**config.mk**
```make
export PLATFORM = sky130hd
export DESIGN_NAME = tlb_query_unit
export DESIGN_NICKNAME = d
export VERILOG_FILES = /design/src/rtl/tlb_query_unit.sv
export SDC_FILE = /design/constraint.sdc
export NUM_CORES = 2
export LEC_CHECK = 0
export ABC_AREA = 1
export CORE_MARGIN = 10
export CORE_UTILIZATION = 60
export DETAILED_ROUTE_END_ITERATION = 8
export PLACE_DENSITY_LB_ADDON = 0.1
export SETUP_SLACK_MARGIN = 0.15
export SLEW_MARGIN = 0
export SYNTH_ARGS = -nofsm -noshare
export SYNTH_HDL_FRONTEND = slang
export SYNTH_SLANG_ARGS = --single-unit
```
**constraint.sdc**
```tcl
create_clock -name clk -period 2.55 [get_ports clk]
set_clock_uncertainty 0.05 [all_clocks]
set_input_delay 0.255 -clock clk [delete_from_list [all_inputs] [get_ports clk]]
set_output_delay 0.255 -clock clk [all_outputs]
set_load 0.05 [all_outputs]
```
**src/rtl/tlb_query_unit.sv**
```systemverilog
// tlb_query_unit: TLB entry array with the CP0 query engine (TLBP/TLBR).
//
// The file also holds tlb_query_pkg, which defines the entry and write-port
// types shared with CP0.
//
// Ports
//   clk, resetn     rising-edge clock, asynchronous active-low reset
//   wr              TLBWI write port (valid/addr/data), accepted in every state
//   req_valid/ready request handshake, ready only while idle
//   req_is_tlbp     1 = probe (TLBP), 0 = read (TLBR)
//   req_entryhi     probe key: VPN2 in [31:13], ASID in [7:0]
//   req_index       TLBR index (low $clog2(TLB_ENTRIES) bits used)
//   resp_valid/ready response handshake, outputs held until retired
//   resp_entryhi/entrylo0/entrylo1  TLBR results
//   resp_index      TLBP result, bit31 set on miss
//
// Build option
//   TLB_PROBE_PARALLEL_EN  when defined, TLBP compares every entry in the
//                          accept cycle via a priority encoder; otherwise the
//                          probe scans one entry per cycle with one comparator.

package tlb_query_pkg;
  localparam int TLB_INDEX = 4;

  typedef struct packed {
    logic [18:0] vpn2;
    logic [7:0]  asid;
    logic        g;
    logic [19:0] pfn0;
    logic [2:0]  c0;
    logic        d0;
    logic        v0;
    logic [19:0] pfn1;
    logic [2:0]  c1;
    logic        d1;
    logic        v1;
  } tlb_entry_t;

  typedef struct packed {
    logic                 valid;
    logic [TLB_INDEX-1:0] addr;
    tlb_entry_t           data;
  } tlbwrite_t;
endpackage

module tlb_query_unit
  import tlb_query_pkg::*;
#(
  parameter int TLB_ENTRIES = 2 ** TLB_INDEX
) (
  input  logic        clk,
  input  logic        resetn,
  input  tlbwrite_t   wr,
  input  logic        req_valid,
  output logic        req_ready,
  input  logic        req_is_tlbp,
  input  logic [31:0] req_entryhi,
  input  logic [31:0] req_index,
  output logic        resp_valid,
  input  logic        resp_ready,
  output logic [31:0] resp_entryhi,
  output logic [31:0] resp_entrylo0,
  output logic [31:0] resp_entrylo1,
  output logic [31:0] resp_index
);

  localparam int IW = $clog2(TLB_ENTRIES);
  localparam logic [IW-1:0] LAST = IW'(TLB_ENTRIES - 1);
  localparam logic [31:0] MISS_INDEX = 32'h8000_0000;

  typedef enum logic [1:0] {IDLE, SCAN, RESP} state_t;

  state_t      state, state_next;
  tlb_entry_t  tlb [TLB_ENTRIES];
  logic [IW-1:0] cnt;
  logic [18:0] key_vpn2;
  logic [7:0]  key_asid;
  logic        accept;
  logic        scan_hit;
  logic [IW-1:0] wr_idx;
  logic [IW-1:0] rd_idx;

  // Bits of the request words that carry no meaning for this unit.
  logic unused_bits;
  assign unused_bits = ^{req_entryhi[12:8], req_index[31:IW]};

  function automatic logic entry_match(input tlb_entry_t e,
                                       input logic [18:0] vpn2,
                                       input logic [7:0] asid);
    return (e.vpn2 == vpn2) && (e.g || (e.asid == asid));
  endfunction

  function automatic logic [31:0] fmt_entryhi(input tlb_entry_t e);
    return {e.vpn2, 5'b0, e.asid};
  endfunction

  function automatic logic [31:0] fmt_entrylo0(input tlb_entry_t e);
    return {6'b0, e.pfn0, e.c0, e.d0, e.v0, e.g};
  endfunction

  function automatic logic [31:0] fmt_entrylo1(input tlb_entry_t e);
    return {6'b0, e.pfn1, e.c1, e.d1, e.v1, e.g};
  endfunction

  assign accept   = req_valid && req_ready;
  assign wr_idx   = IW'(wr.addr);
  assign rd_idx   = req_index[IW-1:0];
  // The scan reads the array as it stood before the current edge, so a write
  // landing on a not-yet-examined entry is picked up naturally.
  assign scan_hit = entry_match(tlb[cnt], key_vpn2, key_asid);

`ifdef TLB_PROBE_PARALLEL_EN
  logic          par_hit;
  logic [IW-1:0] par_idx;

  // Descending walk so the lowest matching index is the one left standing.
  always_comb begin
    par_hit = 1'b0;
    par_idx = '0;
    for (int i = TLB_ENTRIES - 1; i >= 0; i--) begin
      if (entry_match(tlb[i], req_entryhi[31:13], req_entryhi[7:0])) begin
        par_hit = 1'b1;
        par_idx = IW'(i);
      end
    end
  end
`endif

  // Entry array: writes are honoured regardless of FSM state.
  always_ff @(posedge clk or negedge resetn) begin
    if (!resetn) begin
      for (int i = 0; i < TLB_ENTRIES; i++) tlb[i] <= '0;
    end else if (wr.valid) begin
      tlb[wr_idx] <= wr.data;
    end
  end

  // FSM state register
  always_ff @(posedge clk or negedge resetn) begin
    if (!resetn) state <= IDLE;
    else         state <= state_next;
  end

  // FSM next state
  always_comb begin
    state_next = state;
    case (state)
      IDLE: begin
        if (accept) begin
`ifdef TLB_PROBE_PARALLEL_EN
          state_next = RESP;
`else
          state_next = req_is_tlbp ? SCAN : RESP;
`endif
        end
      end
      SCAN: if (scan_hit || (cnt == LAST)) state_next = RESP;
      RESP: if (resp_ready) state_next = IDLE;
      default: state_next = IDLE;
    endcase
  end

  // FSM outputs
  always_comb begin
    req_ready  = (state == IDLE);
    resp_valid = (state == RESP);
  end

  // Query datapath: latched key, scan counter and response registers.
  // TLBP touches only resp_index; TLBR touches only the entry words.
  always_ff @(posedge clk or negedge resetn) begin
    if (!resetn) begin
      cnt           <= '0;
      key_vpn2      <= '0;
      key_asid      <= '0;
      resp_entryhi  <= '0;
      resp_entrylo0 <= '0;
      resp_entrylo1 <= '0;
      resp_index    <= '0;
    end else begin
      case (state)
        IDLE: begin
          if (accept) begin
            if (req_is_tlbp) begin
              key_vpn2 <= req_entryhi[31:13];
              key_asid <= req_entryhi[7:0];
              cnt      <= '0;
`ifdef TLB_PROBE_PARALLEL_EN
              resp_index <= par_hit ? {{(32-IW){1'b0}}, par_idx} : MISS_INDEX;
`endif
            end else begin
              resp_entryhi  <= fmt_entryhi(tlb[rd_idx]);
              resp_entrylo0 <= fmt_entrylo0(tlb[rd_idx]);
              resp_entrylo1 <= fmt_entrylo1(tlb[rd_idx]);
            end
          end
        end
        SCAN: begin
          if (scan_hit) begin
            resp_index <= {{(32-IW){1'b0}}, cnt};
          end else if (cnt == LAST) begin
            resp_index <= MISS_INDEX;
          end else begin
            cnt <= cnt + 1'b1;
          end
        end
        default: ;
      endcase
    end
  end

endmodule
```
Word-level counts from Yosys, hierarchy flattened. Index checks and enable logic that the tools add are counted.

$add $sub $neg: 1. $lt $le $gt $ge: 4. Eq/ne operators: 11. Mux-type cells: 21. Bitwise operators: 4. Reduce and logical (&&, ||, !) cells: 13.

Operators with widths (count): bitwise mux 1248 bit (1); binary-select mux 78 bit (select 4 bit) (2); two-way mux 78 bit (5); demux 78 bit (select 4 bit) (1); two-way mux 32 bit (2); equality test 19 bit (1); two-way mux 4 bit (4); greater-or-equal comparator 5 bit (second input constant) (3); NOT 4 -> 5 bit (3); AND reduction 3 bit (3); equality test 8 bit (1); two-way mux 2 bit (4); case mux 4 bit (2 select lines) (1); != test 2 x 1 -> 1 bit (second input constant) (3); != test 2 bit (second input constant) (3); case mux 2 bit (3 select lines) (1); less-than comparator 5 x 1 -> 1 bit (second input constant) (1); AND reduction 5 bit (1); adder 4 x 1 -> 4 bit (second input constant) (1); equality test 4 bit (second input constant) (1); nonzero test 2 bit (2); logical AND 1 bit (3); equality test 2 x 1 -> 1 bit (second input constant) (1); equality test 2 bit (second input constant) (1); other kinds (4) (5).

Register bits: 1392. Input bits: 152. Output and inout bits: 130. Word-level logic and storage cells: 238.

Longest topological paths before layout.
Depth in word-level cells: 10. Mapped depth: 22. Gate-level depth less buffers: 19.

Least setup slack after synthesis. No wires, ideal clock.

Kind: reg-to-reg. Start point: register cnt[0]. End point: register resp_index[0]. Setup time: 0.120 ns. Arrival: 1.988 ns. Path slack: 0.391 ns. Stages on the path, launching flop included: 18. Clock period less this slack: 2.159 ns. Cells stage by stage: dfrtp_1 buf_6 buf_6 buf_6 buf_2 o21ai_0 nand3_1 nand2_1 nand2_1 nand2_1 nand2_1 nor2_1 nand3_1 nor2_1 and2_4 nand3_4 nand3_1 nand2_1.

Longest elaborated chain between the ends: 9. Elaborated cells between the ends (all ways): 12. Classes of those cells: eq/ne: 3; mux: 4; bitwise: 1; reduce/logical: 4.

RTL lines: start, declared (RTL line 75) `logic [IW-1:0] cnt;`; start signal, assigned (RTL line 204) `cnt <= cnt + 1'b1;`; NOT 4 -> 5 bit (implied by the code) (RTL line 110) `assign scan_hit = entry_match(tlb[cnt], key_vpn2, key_asid);`; binary-select mux 78 bit (select 4 bit) (RTL line 110); two-way mux 78 bit (implied by the code) (2 in a row) (RTL line 110); equality test 8 bit (RTL line 90) `return (e.vpn2 == vpn2) && (e.g || (e.asid == asid));`; logical OR 1 bit (RTL line 90); logical AND 1 bit (RTL line 90); nonzero test 2 bit (no source line); AND reduction 2 bit (no source line); end signal, assigned (RTL line 200) `resp_index <= {{(32-IW){1'b0}}, cnt};`; end, declared (RTL line 64) `output logic [31:0] resp_index`.

Several ways; a longest one is shown, not always the timed one. The select of a mux whose other input is x is not followed. A chain may end at the register's enable or synchronous reset.

Worst setup path after layout.
Start point: register cnt[0]. End point: register cnt[0].

Longest elaborated chain between the ends: 9. Elaborated cells between the ends (all ways): 16. Classes of those cells: add/sub: 1; eq/ne: 5; mux: 6; bitwise: 1; reduce/logical: 3.

RTL lines (RTL line): NOT 4 -> 5 bit (implied by the code) (110); binary-select mux 78 bit (select 4 bit) (110); two-way mux 78 bit (implied by the code) (2 in a row) (110); equality test 8 bit (90); logical OR 1 bit (90); logical AND 1 bit (90); != test 2 bit (no source line); AND reduction 5 bit (no source line).

Several ways; a longest one is shown, not always the timed one. The select of a mux whose other input is x is not followed.

==> metrics.txt <==
GPL Wtd Cong just under 0.9; WP data required approximately 3200 ps; EDFF count, synth 0; count of cell types in the netlist 34; hpwl dp between 100 and 150 mm; Power Dens Cells just under 1000 mW/mm^2; Slew Viols, Final 0; Slew headroom 0.4650; routed wire length a little over 200 mm; DRT Pass-1 Iters 9; critical setup path kind reg2reg; DRC marker count from the first detailed-route iteration between 7k and 8k; wire per inst ~22 um; Max-Cap Viols 0; CP max FO 8; row cnt about 120; final worst path period share 1.055; RR Startpoint cnt[0]; Initial Util 0.6057; top_reg_cell synth dfrtp_1; clock buffer count from CTS 145; Tot GR Track Use 0.3364; largest net degree at the start of global routing 120; Worst Slack Setup Final -139.1 ps; Remaining Overflow, GRT 0; Clock Latency Late Sink between 700 and 800 ps; Layout area overhead 16.84%; Worst setup EP type flop; Die Ht between 300 and 400 um; count of buffers from port buffering between 200 and 250; multi-input logic area ~0.026 sq mm; Boundary Pins around 280; Clock Pin Slew Worst Setup and Hold Paths about 60 ps; first-pass GRT wire length around 320 mm; Critical Path Source cnt[0]; fill count 8260; Die W roughly 350 um; utilization after layout 0.7077; Synth Instances 7933; number of global-route vias before repair around 56k; worst slack at placement -186.0 ps; Slew @ Worst Pin between 800 and 900 ps; DR vias 58.72k; outcome finished with violations; violated checks design-rule violations, negative setup slack; share of layout cells above drive strength 1 0.08165; min Tclk post-route 2689 ps; CTS root buffer clkbuf_16; Max IR drop VDD around 0.00073 V; core area about 0.11 sq mm; Total Nets Final approximately 8.0k; Final ANT Viol Nets 0; Sink Count 1364; DRC Markers 2; initial antenna violation count 2; Synth async-reset ratio 1.000; Synth Register Bits between 1k and 1.5k; register area share after synthesis 0.5339; mapped cell area 0.06394 sq mm; RSZ-0062 raised after global routing true; final hold vios 0; CP Data Arrival Time roughly 3300 ps; Hold WC Path Type in2async; vias per cell between 6 and 7; Leakage between 0.03 and 0.04 uW; Syn. warnings 0; fmax 371.9 MHz; Die ar. ~0.12 sq mm; CTS Buffer Depth 3; syn avg cell area 8.060 sq um; crit start category flop; Reg area about 0.034 sq mm; H-tree depth 4; final setup vio count 11; TritonCTS clock tree done
## logic make-up after synthesis
logic type | Yosys count | share of synthesized area
other cells | 1 | 0.00005865
flops | 1364 | 0.5339
mux | 9 | 0.001585
compound gates | 2549 | 0.2158
fa+ha+maj | 1 | 0.0001957
buf+inv | 1009 | 0.06499
simple gates | 3000 | 0.1835
## cell type report
cell class | count | area share
Antenna cell | 2 | 0.00006699
Clock buffer | 209 | 0.05777
Clock inverter | 53 | 0.009413
Inverter | 250 | 0.01325
Multi-Input combinational cell | 5603 | 0.3515
Sequential cell | 1364 | 0.4570
Tap cell | 1391 | 0.02330
Timing Repair Buffer | 493 | 0.08750
Timing Repair inverter | 1 | 0.0002177
## cell usage in the layout, fill, tap and decap left out, types with 35 or more instances in the layout
cell type / synthesis / layout
clkbuf_16: 0 / 152
a31oi_1: 83 / 83
buf_12: 0 / 149
o21ai_0: 1621 / 1606
nand2_1: 1403 / 1371
inv_1: 243 / 241
o221ai_1: 181 / 181
dfrtp_1: 1364 / 1362
clkdlybuf4s50_1: 0 / 189
clkbuf_8: 0 / 35
nand3_1: 298 / 269
o22ai_1: 58 / 58
buf_4: 61 / 104
a21oi_1: 527 / 525
conb_1: 1 / 44
o211ai_1: 67 / 67
nor2_1: 1273 / 1249
## registers in the layout, summed over array words and instances, names as in the netlist
| signal | cells |
|---|---|
| cnt | 4 |
| key_asid | 8 |
| key_vpn2 | 19 |
| resp_entryhi | 27 |
| resp_entrylo0 | 25 |
| resp_entrylo1 | 26 |
| resp_index | 5 |
| state | 2 |
| tlb | 1248 |
## layer usage
metal	global-route usage	wire, um	vias to the layer above
li1	-	-	26410
met1	0.4581	82410	28230
met2	0.5175	92860	3450
met3	0.06863	21880	632
met4	0.1541	8772	0
met5	0	0	-
## repair_timing
item	CTS	global route
gates cloned	14	2
buffers inserted	12	2
resized for setup	106	53
pin swaps	28	33
endpoints found under the setup margin	21	12
hold buffers	3	0
endpoints found under the hold margin	1093	0
## power breakdown
part	internal, uW	leakage, uW	switching [uW]
logic	7490	0.0141	12100
clock network	13200	0.00249	8970
registers	26800	0.0166	3450
total	47500	0.0332	24500
## per-stage QoR
step	cell area [sq um]	instances	setup TNS, ps	power (uW)	hold slack [ps]
after CTS	74490	9360	-351.9	71590	6.097
after floorplan	64100	7976	0	41670	-90.59
final	74700	9366	-1210	72020	9.552
after global placement	68600	9069	-1188	47460	150.9
after global routing	74700	9365	-2474	75570	37.54
after detailed placement	68600	9069	-1464	48090	169.8
## synthesized netlist by cell type (3+ instances only)
| cell | count | area [sq um] |
|---|---|---|
| o21ai_0 | 1621 | 8113 |
| nand2_1 | 1403 | 5266 |
| dfrtp_1 | 1364 | 34130 |
| nor2_1 | 1273 | 4778 |
| clkbuf_1 | 596 | 2237 |
| a21oi_1 | 527 | 2638 |
| nand3_1 | 298 | 1491 |
| inv_1 | 243 | 912.1 |
| o221ai_1 | 181 | 1585 |
| a31oi_1 | 83 | 519.3 |
| o211ai_1 | 67 | 503.0 |
| buf_4 | 61 | 457.9 |
| o22ai_1 | 58 | 362.9 |
| buf_1 | 46 | 172.7 |
| buf_2 | 45 | 225.2 |
| buf_6 | 11 | 123.9 |
| nand3b_1 | 10 | 75.07 |
| mux2_2 | 9 | 101.4 |
| o21ai_1 | 9 | 45.04 |
| inv_2 | 7 | 26.28 |
| nand4_1 | 6 | 37.54 |
| nand2_2 | 3 | 18.77 |
## worst max-delay path, stage by stage (launching register included)
cell and delay, ps:
dfrtp_4 510, buf_12 150, clkinv_16 100, buf_12 150
buf_16 130, buf_6 120, o21ai_2 120, nand3_1 80
nand2_1 100, nand3b_1 70, nand2_1 80, nand2_2 110
nor2_4 120, nand2_4 70, nor2_4 140, nand3_2 100
nand3_4 130, nand2_4 90, nand2_2 80, nand2_1 50
## worst paths after layout
path                                 to  slack [ps]  depth (start not counted)
min                        key_vpn2[10]          10                          2
max reg2reg                      cnt[0]        -140                         19
max                              cnt[0]        -140                         19
min reg2reg                   tlb[1020]         430                          2
min in group clk            key_asid[6]          30                          3
max in group asynchronous      tlb[814]        1390                          3
Power figures use the tool's default switching activity.
